## config.mk

```make
export PLATFORM = sky130hd
export DESIGN_NAME = pergate_addmul_seq_flat
export DESIGN_NICKNAME = d
export VERILOG_FILES = /design/src/rtl/pergate_addmul_seq_if.sv /design/src/rtl/pergate_addmul_seq.sv /design/src/flat_wrapper.sv
export SDC_FILE = /design/constraint.sdc
export NUM_CORES = 1
export LEC_CHECK = 0
export ABC_AREA = 1
export BUFFER_PORTS_ARGS = -buffer_cell sky130_fd_sc_hd__buf_2
export CAP_MARGIN = 25
export CORE_MARGIN = 3
export CORE_UTILIZATION = 45
export DETAILED_ROUTE_END_ITERATION = 10
export PLACE_DENSITY = 0.81
export SETUP_SLACK_MARGIN = 0.5
export SYNTH_ARGS = -nofsm -noshare
export SYNTH_HDL_FRONTEND = slang
export SYNTH_SLANG_ARGS = --single-unit
```

## constraint.sdc

```tcl
create_clock -name clk -period 2.2 [get_ports clk]
set_input_delay 0.33 -clock clk [delete_from_list [all_inputs] [get_ports clk]]
set_output_delay 0.33 -clock clk [all_outputs]
set_load 0.01 [all_outputs]
```

## src/rtl/pergate_addmul_seq_if.sv

```systemverilog
// pergate_addmul_seq_if
//   Bundles the sequencer-side control (start/step plus their operands),
//   the multiplier-slice handshake and the status/result outputs of
//   pergate_addmul_seq. clk and rstb are not part of this interface.
//   slave  : view taken by pergate_addmul_seq
//   master : view taken by whoever drives the controller and models the
//            multiplier slice (sumcheck FSM + slice, or a bench)
//   Optional macro PERGATE_SEQ_ABORT_EN adds the abort input.
interface pergate_addmul_seq_if #(
  parameter int NGATEBITS = 3,
  parameter int F_NBITS   = 16
);
  // sumcheck control side
  logic                           start;
  logic [NGATEBITS-1:0]           gate_id;
  logic [NGATEBITS*F_NBITS-1:0]   taus;
  logic [NGATEBITS*F_NBITS-1:0]   m_taus_p1;
  logic                           step;
  logic                           step_bit;
  logic [F_NBITS-1:0]             step_tau;
  logic [F_NBITS-1:0]             step_m_tau_p1;
`ifdef PERGATE_SEQ_ABORT_EN
  logic                           abort;
`endif
  // multiplier slice side
  logic                           mult_en;
  logic                           mult_restart;
  logic                           mult_gate_bit;
  logic [F_NBITS-1:0]             mult_tau;
  logic [F_NBITS-1:0]             mult_m_tau_p1;
  logic                           mult_ready_pulse;
  logic [F_NBITS-1:0]             mult_result;
  // status
  logic                           busy;
  logic                           valid;
  logic                           done;
  logic [F_NBITS-1:0]             result;

  modport slave (
`ifdef PERGATE_SEQ_ABORT_EN
    input  abort,
`endif
    input  start, gate_id, taus, m_taus_p1,
    input  step, step_bit, step_tau, step_m_tau_p1,
    output mult_en, mult_restart, mult_gate_bit, mult_tau, mult_m_tau_p1,
    input  mult_ready_pulse, mult_result,
    output busy, valid, done, result
  );

  modport master (
`ifdef PERGATE_SEQ_ABORT_EN
    output abort,
`endif
    output start, gate_id, taus, m_taus_p1,
    output step, step_bit, step_tau, step_m_tau_p1,
    input  mult_en, mult_restart, mult_gate_bit, mult_tau, mult_m_tau_p1,
    output mult_ready_pulse, mult_result,
    input  busy, valid, done, result
  );
endinterface

```

## src/rtl/pergate_addmul_seq.sv

```systemverilog
// pergate_addmul_seq
//   Controller for one per-gate add/mul multiplier slice. A start walks the
//   gate label bits g[0]..g[NGATEBITS-1], issuing one multiply per bit with
//   tau_k (bit=1) or (1 - tau_k) (bit=0); the first multiply restarts the
//   slice accumulator at 1. Once a product is valid, each step issues one
//   more multiply of the held product by r or (1 - r).
//
// Ports:
//   clk   : clock
//   rstb  : asynchronous active-low reset (also resets the multiplier slice)
//   bus   : pergate_addmul_seq_if.slave
//           start/gate_id/taus/m_taus_p1     initial-product request
//           step/step_bit/step_tau/step_m_tau_p1  single extra multiply
//           mult_*                           multiplier slice handshake
//           busy/valid/done/result           status and registered product
//
// Optional macro PERGATE_SEQ_ABORT_EN: adds bus.abort; abort in ISSUE/WAIT
//   drops back to IDLE with valid cleared, no done, result untouched.
module pergate_addmul_seq #(
  parameter int NGATEBITS = 3,
  parameter int F_NBITS   = 16
) (
  input  logic               clk,
  input  logic               rstb,
  pergate_addmul_seq_if.slave bus
);

  localparam int            KW     = (NGATEBITS > 1) ? $clog2(NGATEBITS) : 1;
  localparam logic [KW-1:0] K_LAST = KW'(NGATEBITS - 1);

  localparam logic [1:0] S_IDLE  = 2'd0;
  localparam logic [1:0] S_ISSUE = 2'd1;
  localparam logic [1:0] S_WAIT  = 2'd2;
  localparam logic [1:0] S_FIN   = 2'd3;

  logic [1:0]           state;
  logic [KW-1:0]        k;
  logic [NGATEBITS-1:0] gate_q;
  logic                 step_mode;

  // registered outputs
  logic                 en_q;
  logic                 restart_q;
  logic                 bit_q;
  logic [F_NBITS-1:0]   tau_q;
  logic [F_NBITS-1:0]   mtau_q;
  logic                 busy_q;
  logic                 valid_q;
  logic                 done_q;
  logic [F_NBITS-1:0]   result_q;

  logic                 abort_in;
`ifdef PERGATE_SEQ_ABORT_EN
  assign abort_in = bus.abort;
`else
  assign abort_in = 1'b0;
`endif

  // Operands for the next sequence-mode issue. Leaving IDLE issues bit 0
  // straight from the live gate_id; leaving WAIT issues bit k+1 from the
  // latched label. Operand registers are loaded on entry to ISSUE so they
  // sit stable for the whole ISSUE+WAIT window.
  logic [KW-1:0]        k_nxt;
  logic                 seq_bit;
  logic [F_NBITS-1:0]   seq_tau;
  logic [F_NBITS-1:0]   seq_mtau;

  always_comb begin
    k_nxt    = (state == S_WAIT) ? k + 1'b1 : '0;
    seq_bit  = (state == S_WAIT) ? gate_q[k_nxt] : bus.gate_id[0];
    seq_tau  = bus.taus[int'(k_nxt)*F_NBITS +: F_NBITS];
    seq_mtau = bus.m_taus_p1[int'(k_nxt)*F_NBITS +: F_NBITS];
  end

  always_ff @(posedge clk or negedge rstb) begin
    if (!rstb) begin
      state     <= S_IDLE;
      k         <= '0;
      gate_q    <= '0;
      step_mode <= 1'b0;
      en_q      <= 1'b0;
      restart_q <= 1'b0;
      bit_q     <= 1'b0;
      tau_q     <= '0;
      mtau_q    <= '0;
      busy_q    <= 1'b0;
      valid_q   <= 1'b0;
      done_q    <= 1'b0;
      result_q  <= '0;
    end else begin
      // single-cycle strobes
      en_q      <= 1'b0;
      restart_q <= 1'b0;
      done_q    <= 1'b0;
      case (state)
        S_IDLE: begin
          if (bus.start) begin
            // new initial product: old result stays readable but is no
            // longer valid until this sequence finishes
            gate_q    <= bus.gate_id;
            k         <= '0;
            step_mode <= 1'b0;
            valid_q   <= 1'b0;
            en_q      <= 1'b1;
            restart_q <= 1'b1;
            bit_q     <= seq_bit;
            tau_q     <= seq_tau;
            mtau_q    <= seq_mtau;
            busy_q    <= 1'b1;
            state     <= S_ISSUE;
          end else if (bus.step && valid_q) begin
            // step multiplies the slice's held product, never restarts
            step_mode <= 1'b1;
            en_q      <= 1'b1;
            bit_q     <= bus.step_bit;
            tau_q     <= bus.step_tau;
            mtau_q    <= bus.step_m_tau_p1;
            busy_q    <= 1'b1;
            state     <= S_ISSUE;
          end
        end
        S_ISSUE: begin
          if (abort_in) begin
            valid_q <= 1'b0;
            busy_q  <= 1'b0;
            state   <= S_IDLE;
          end else begin
            state <= S_WAIT;
          end
        end
        S_WAIT: begin
          if (abort_in) begin
            valid_q <= 1'b0;
            busy_q  <= 1'b0;
            state   <= S_IDLE;
          end else if (bus.mult_ready_pulse) begin
            if (!step_mode && (k != K_LAST)) begin
              k      <= k_nxt;
              en_q   <= 1'b1;
              bit_q  <= seq_bit;
              tau_q  <= seq_tau;
              mtau_q <= seq_mtau;
              state  <= S_ISSUE;
            end else begin
              result_q <= bus.mult_result;
              done_q   <= 1'b1;
              valid_q  <= 1'b1;
              state    <= S_FIN;
            end
          end
        end
        default: begin // S_FIN
          busy_q <= 1'b0;
          state  <= S_IDLE;
        end
      endcase
    end
  end

  assign bus.mult_en       = en_q;
  assign bus.mult_restart  = restart_q;
  assign bus.mult_gate_bit = bit_q;
  assign bus.mult_tau      = tau_q;
  assign bus.mult_m_tau_p1 = mtau_q;
  assign bus.busy          = busy_q;
  assign bus.valid         = valid_q;
  assign bus.done          = done_q;
  assign bus.result        = result_q;

endmodule

```

## src/flat_wrapper.sv

```systemverilog
// flat-port wrapper written by rule: the top's interface ports become plain ports
module pergate_addmul_seq_flat 
#(
  parameter int NGATEBITS = 3,
  parameter int F_NBITS   = 16
)
  (clk, rstb, bus_start, bus_gate_id, bus_taus, bus_m_taus_p1, bus_step, bus_step_bit, bus_step_tau, bus_step_m_tau_p1, bus_mult_en, bus_mult_restart, bus_mult_gate_bit, bus_mult_tau, bus_mult_m_tau_p1, bus_mult_ready_pulse, bus_mult_result, bus_busy, bus_valid, bus_done, bus_result);
  pergate_addmul_seq_if #(.NGATEBITS(NGATEBITS), .F_NBITS(F_NBITS)) bus_i ();
  input  logic clk;
  input  logic rstb;
  input wire logic [$bits(bus_i.start)-1:0] bus_start;
  input wire logic [$bits(bus_i.gate_id)-1:0] bus_gate_id;
  input wire logic [$bits(bus_i.taus)-1:0] bus_taus;
  input wire logic [$bits(bus_i.m_taus_p1)-1:0] bus_m_taus_p1;
  input wire logic [$bits(bus_i.step)-1:0] bus_step;
  input wire logic [$bits(bus_i.step_bit)-1:0] bus_step_bit;
  input wire logic [$bits(bus_i.step_tau)-1:0] bus_step_tau;
  input wire logic [$bits(bus_i.step_m_tau_p1)-1:0] bus_step_m_tau_p1;
  output wire logic [$bits(bus_i.mult_en)-1:0] bus_mult_en;
  output wire logic [$bits(bus_i.mult_restart)-1:0] bus_mult_restart;
  output wire logic [$bits(bus_i.mult_gate_bit)-1:0] bus_mult_gate_bit;
  output wire logic [$bits(bus_i.mult_tau)-1:0] bus_mult_tau;
  output wire logic [$bits(bus_i.mult_m_tau_p1)-1:0] bus_mult_m_tau_p1;
  input wire logic [$bits(bus_i.mult_ready_pulse)-1:0] bus_mult_ready_pulse;
  input wire logic [$bits(bus_i.mult_result)-1:0] bus_mult_result;
  output wire logic [$bits(bus_i.busy)-1:0] bus_busy;
  output wire logic [$bits(bus_i.valid)-1:0] bus_valid;
  output wire logic [$bits(bus_i.done)-1:0] bus_done;
  output wire logic [$bits(bus_i.result)-1:0] bus_result;
  assign bus_i.start = bus_start;
  assign bus_i.gate_id = bus_gate_id;
  assign bus_i.taus = bus_taus;
  assign bus_i.m_taus_p1 = bus_m_taus_p1;
  assign bus_i.step = bus_step;
  assign bus_i.step_bit = bus_step_bit;
  assign bus_i.step_tau = bus_step_tau;
  assign bus_i.step_m_tau_p1 = bus_step_m_tau_p1;
  assign bus_mult_en = bus_i.mult_en;
  assign bus_mult_restart = bus_i.mult_restart;
  assign bus_mult_gate_bit = bus_i.mult_gate_bit;
  assign bus_mult_tau = bus_i.mult_tau;
  assign bus_mult_m_tau_p1 = bus_i.mult_m_tau_p1;
  assign bus_i.mult_ready_pulse = bus_mult_ready_pulse;
  assign bus_i.mult_result = bus_mult_result;
  assign bus_busy = bus_i.busy;
  assign bus_valid = bus_i.valid;
  assign bus_done = bus_i.done;
  assign bus_result = bus_i.result;
  pergate_addmul_seq #(.NGATEBITS(NGATEBITS), .F_NBITS(F_NBITS)) u_core (.clk(clk), .rstb(rstb), .bus(bus_i));
endmodule
```

# After elaboration in Yosys (flattened, before gate mapping)
# Index checks and enable logic that the tools add are counted.
# word_totals
word_cells	88
register_bits	62
memories	0
mem_bits_rw	0
latch_bits	0
romBits	0
inputBits	153
# op_classes
reduce_logical	15
n_eq_ne	8
div_mod_pow	0
shifts	2
multipliers	0
mux	46
n_lt_le_gt_ge	1
bitwise	2
addsub	1
# ops
op	count
$mux 16	8
$shiftx 48x7->16	2
$pmux 16 s2	2
$mux 1	21
$mux 2	8
$reduce_and 4->1	3
$ne 2x2->1 const B	5
$pmux 1 s2	4
$reduce_and 2->1	4
$pmux 2 s3	1
$pmux 2 s2	1
$reduce_bool 2->1	2
$lt 2x3->1 const B	1
$ne 3x2->1 const B	1
$reduce_and 3->1	1
$add 2x1->2 const B	1
$bmux 1 s2	1
$eq 2x1->1 const B	1
$eq 2x2->1 const B	1
$logic_and 1x1->1	2
$logic_not 2->1	1
$not 1->1	2
$reduce_or 2->1	1
$logic_not 1->1	1

# Longest topological paths before layout
# depth
depth_word	8
ltp_mapped	11
ltp_nobuf	11

# Worst setup path after synthesis
# Ideal clock, no wire load.
# synth_timing
path_kind	register to register
from	register u_core.state[0]
to	register u_core.mtau_q[10] (netlist: u_core.bus.mult_m_tau_p1[10])
path_stages_with_launch	12
setup_slack_ns	0.620
period_less_slack_ns	1.580
arrival_ns	1.464
setup_time_ns	0.116
path_cell_list	dfrtp_1 > inv_1 > ha_1 > inv_2 > nor2_1 > a21oi_4 > nand3_2 > buf_6 > buf_6 > nor2_2 > nand2_1 > nand2_1
# synth_via
elab_chain_len	6
elab_cells_between_ends	13
cone_classes	4 x eq/ne; 1 x shift; 5 x mux; 3 x reduce/logical
# synth_rtl
element	line	rtl
start: declaration	pergate_addmul_seq.sv:36	logic [1:0] state;
start signal: assignment	pergate_addmul_seq.sv:77	state <= S_IDLE;
start signal: assignment	pergate_addmul_seq.sv:110	state <= S_ISSUE;
start signal: assignment	pergate_addmul_seq.sv:119	state <= S_ISSUE;
$eq 2x2->1	pergate_addmul_seq.sv:69, pergate_addmul_seq.sv:95	
$mux 2	pergate_addmul_seq.sv:69	k_nxt = (state == S_WAIT) ? k + 1'b1 : '0;
$shiftx 48x7->16	pergate_addmul_seq.sv:72	seq_mtau = bus.m_taus_p1[int'(k_nxt)*F_NBITS +: F_NBITS];
$mux 16	pergate_addmul_seq.sv:137	if (!step_mode && (k != K_LAST)) begin
$mux 16	pergate_addmul_seq.sv:136	end else if (bus.mult_ready_pulse) begin
$pmux 16 s2	pergate_addmul_seq.sv:95	case (state)
end signal: assignment	pergate_addmul_seq.sv:108	mtau_q <= seq_mtau;
end signal: assignment	pergate_addmul_seq.sv:117	mtau_q <= bus.step_m_tau_p1;
end signal: assignment	pergate_addmul_seq.sv:142	mtau_q <= seq_mtau;
end: declaration	pergate_addmul_seq.sv:46	logic [F_NBITS-1:0] mtau_q;
# Parallel ways exist; a longest one is shown, timed or not. The select of a mux whose other input is x is not followed.
# A chain may end at the register's enable or synchronous reset.

# Worst setup path in the final report
# layout_timing
from	register u_core.state[1]
to	register u_core.tau_q[11] (netlist: u_core.bus.mult_tau[11])
# layout_via
elab_chain_len	6
elab_cells_between_ends	13
cone_classes	4 x eq/ne; 1 x shift; 5 x mux; 3 x reduce/logical
# layout_rtl
element	line	rtl
$eq 2x2->1	pergate_addmul_seq.sv:69, pergate_addmul_seq.sv:95	
$mux 2	pergate_addmul_seq.sv:69	
$shiftx 48x7->16	pergate_addmul_seq.sv:71	seq_tau = bus.taus[int'(k_nxt)*F_NBITS +: F_NBITS];
$mux 16	pergate_addmul_seq.sv:137	
$mux 16	pergate_addmul_seq.sv:136	
$pmux 16 s2	pergate_addmul_seq.sv:95	
end signal: assignment	pergate_addmul_seq.sv:107	tau_q <= seq_tau;
end signal: assignment	pergate_addmul_seq.sv:116	tau_q <= bus.step_tau;
end signal: assignment	pergate_addmul_seq.sv:141	tau_q <= seq_tau;
end: declaration	pergate_addmul_seq.sv:45	logic [F_NBITS-1:0] tau_q;
# Parallel ways exist; a longest one is shown, timed or not. The select of a mux whose other input is x is not followed.

==> run metrics <==
run status finished with violations; violated checks hold timing; synth unique cells 23; number of DRC markers in iteration 0 210; first-pass GRT wire length ~18000 um; total I/O pin count between 200 and 250; maximum number of pins on one net before global-route repair 44; fraction of synthesized cell area taken by the top area cell type 0.424; count of input and output buffers around 210; setup slack, reg-to-reg 0.50 ns; peak supply drop 784 uV; count of placed standard cells including taps between 800 and 900; post-synthesis cell type with the largest combined area sky130_fd_sc_hd__dfrtp_1; total setup violations reported at the end of the flow 0; clock tree from TritonCTS built; max-cap viol count 0; final worst clock skew 0.00647 ns; share of the core filled with cells in the final layout 0.673; main area contributors after synthesis sky130_fd_sc_hd__dfrtp_1 (42%), sky130_fd_sc_hd__nand2_1 (24%), sky130_fd_sc_hd__o211ai_1 (6.8%), sky130_fd_sc_hd__nor2_1 (6.7%), sky130_fd_sc_hd__a21oi_1 (4.9%); hpwl dp 8140 um; Netlist Area Pre-Place 3660 sq um; total wire length 11800 um; category of the most critical setup path reg -> reg; top fanout value on the critical path 36; Mapped Nets 690; nets 901; Total Routing Usage GR 0.243; site row count 32; Gate Count Post-Synth 533; #FFs+latches synth 62; hold violation count in the final report 3; area of the core region 7810 sq um; number of H-tree levels 3; final slew viol count 0; number of warnings reported in the yosys synthesis log 0; per-cell via count in the routed design 4.92; root cell of the clock tree sky130_fd_sc_hd__clkbuf_8; worst-case reg-to-reg path depth 10; average footprint of a synthesized cell 6.86 sq um; final cell count without fillers about 850; most common library cell in the layout ignoring fill and taps sky130_fd_sc_hd__nand2_1; effective utilization at floorplan 0.468; number of buffers created by CTS 9; hold_ws -0.00260 ns; insertion delay to the later sink of the worst-skew pair roughly 0.33 ns; sequential area share after synthesis 0.424; number of diodes added for antenna fixing 0; data required time at the worst endpoint 2.46 ns; initial antenna violation count 0; Fin Setup TNS 0 ns; Tightest Pin Transition 0.590 ns; Final ANT Viol Nets 0; power per cell area ~1400 nW/um^2; Critical Path Sink Type register; maximum count of clock buffers along a single path 2; reported leakage power 0.00308 uW; routed vias 4186; chip width 96.2 um; Wirelength per Cell between 10 and 15 um; Slew headroom 0.606; portion of the clock cycle consumed by the worst path in the final layout 0.772; post-route DRC violation count 0; Area growth syn-to-layout 43.7%; RSZ-0062 raised after global routing yes; height of the die ~96 um; hold crit path type in -> async; first drt pass iteration count 5; number of hold-repair buffers added at the cts stage 0; share of cells above drive strength 1 0.374; Clock Sink Count 62; Clk pin slew, worst setup/hold paths 0.07 ns; die area roughly 9200 sq um; type of element launching the critical path register; Fmax achieved 589 MHz; final global-route overflow total 0; post-layout minimum cycle time 1.70 ns; gpl congestion around 0.8; most frequent cells in the layout sky130_fd_sc_hd__nand2_1 (230), sky130_fd_sc_hd__buf_2 (206), sky130_fd_sc_hd__nor2_1 (62), sky130_fd_sc_hd__dfrtp_1 (62), sky130_fd_sc_hd__inv_1 (40); vias in the first global route slightly below 4000; Arr. time, crit path 1.96 ns
final timing paths:
| kind | from | end |
|---|---|---|
| worst min-delay path | rstb | u_core.bus.mult_en$_DFF_PN0_ |
| worst max-delay path | u_core.state[1]$_DFFE_PN0P_ | u_core.bus.mult_tau[11]$_DFFE_PN0P_ |
| min in group clk | bus_gate_id[2] | u_core.gate_q[2]$_DFFE_PN0P_ |
| worst max register to register | u_core.state[1]$_DFFE_PN0P_ | u_core.bus.mult_tau[11]$_DFFE_PN0P_ |
| max in group asynchronous | rstb | u_core.bus.mult_tau[14]$_DFFE_PN0P_ |
| worst min register to register | u_core.bus.result[3]$_DFFE_PN0P_ | u_core.bus.result[3]$_DFFE_PN0P_ |
critical path, stage by stage (launching register included):
cell and delay (ns):
sky130_fd_sc_hd__dfrtp_1 0.39, sky130_fd_sc_hd__buf_4 0.15, sky130_fd_sc_hd__ha_4 0.18, sky130_fd_sc_hd__inv_4 0.07
sky130_fd_sc_hd__nor2_2 0.05, sky130_fd_sc_hd__a21oi_4 0.19, sky130_fd_sc_hd__nand3_4 0.17, sky130_fd_sc_hd__buf_12 0.21
sky130_fd_sc_hd__nor2_1 0.09, sky130_fd_sc_hd__nand2_1 0.06, sky130_fd_sc_hd__nand2_1 0.05
Yosys cell counts (all sizes together):
cell type	number
a21oi	37
a31oi	1
buf	20
clkbuf	8
dfrtp	62
ha	4
inv	45
nand2	232
nand3	5
nor2	76
o211ai	33
o21ai	8
o22a	1
o22ai	1
where the power goes:
part | switching [uW] | internal, uW | total [uW]
Sequential | 288 | 1720 | 2010
Clock | 458 | 583 | 1040
Combinational | 2480 | 1710 | 4190
Total | 3230 | 4020 | 7240
layout make-up:
class	instances	area, sq um
fillers	696	2550
flip-flops and latches	62	1550
well taps	102	128
clock buffers	11	151
inverters	45	181
repair buffers	226	1290
clock inverters	5	57.6
multi-input cells	400	1900
metal layers:
metal / track usage / vias to the layer above / part of all wire
li1: - / 2099 / -
met1: 0.276 / 1898 / 0.39
met2: 0.445 / 165 / 0.51
met3: 0.0375 / 24 / 0.070
met4: 0.105 / 0 / 0.026
met5: 0 / - / 0
per-stage QoR:
stage / instance area (sq um) / hold WS [ns] / setup slack [ns] / power [uW]
2_1_floorplan: 3660 / 0.0344 / 0.620 / 4540
3_3_place_gp: 4740 / 0.351 / 0.258 / 5520
3_5_place_dp: 4740 / 0.367 / 0.143 / 5660
4_1_cts: 5080 / 0.00209 / 0.531 / 6910
5_1_grt: 5260 / 0.0249 / 0.369 / 7900
6_report: 5260 / -0.00260 / 0.501 / 7240
logic make-up after synthesis:
logic type / Yosys count / share of synthesized area
compound gates: 81 / 0.138
fa+ha+maj: 4 / 0.0137
buf+inv: 73 / 0.0900
flops: 62 / 0.424
simple gates: 313 / 0.334
sequential cells by signal, indices dropped and copies added (netlist names):
| name | flops |
|---|---|
| u_core.bus.mult_restart | 1 |
| u_core.bus.valid | 1 |
| u_core.step_mode | 1 |
| u_core.bus.mult_gate_bit | 1 |
| u_core.bus.done | 1 |
| u_core.gate_q | 3 |
| u_core.bus.mult_tau | 16 |
| u_core.bus.busy | 1 |
| u_core.bus.mult_m_tau_p1 | 16 |
| u_core.state | 2 |
| u_core.bus.result | 16 |
| u_core.k | 2 |
| u_core.bus.mult_en | 1 |
what timing repair did:
action                     in CTS  in global routing
resized for setup              18                 22
gates cloned                    2                  2
buffers inserted                5                  5
pin swaps                       3                  1
setup endpoints to repair      33                 35
Note: power is estimated with default switching activity, not from simulation.
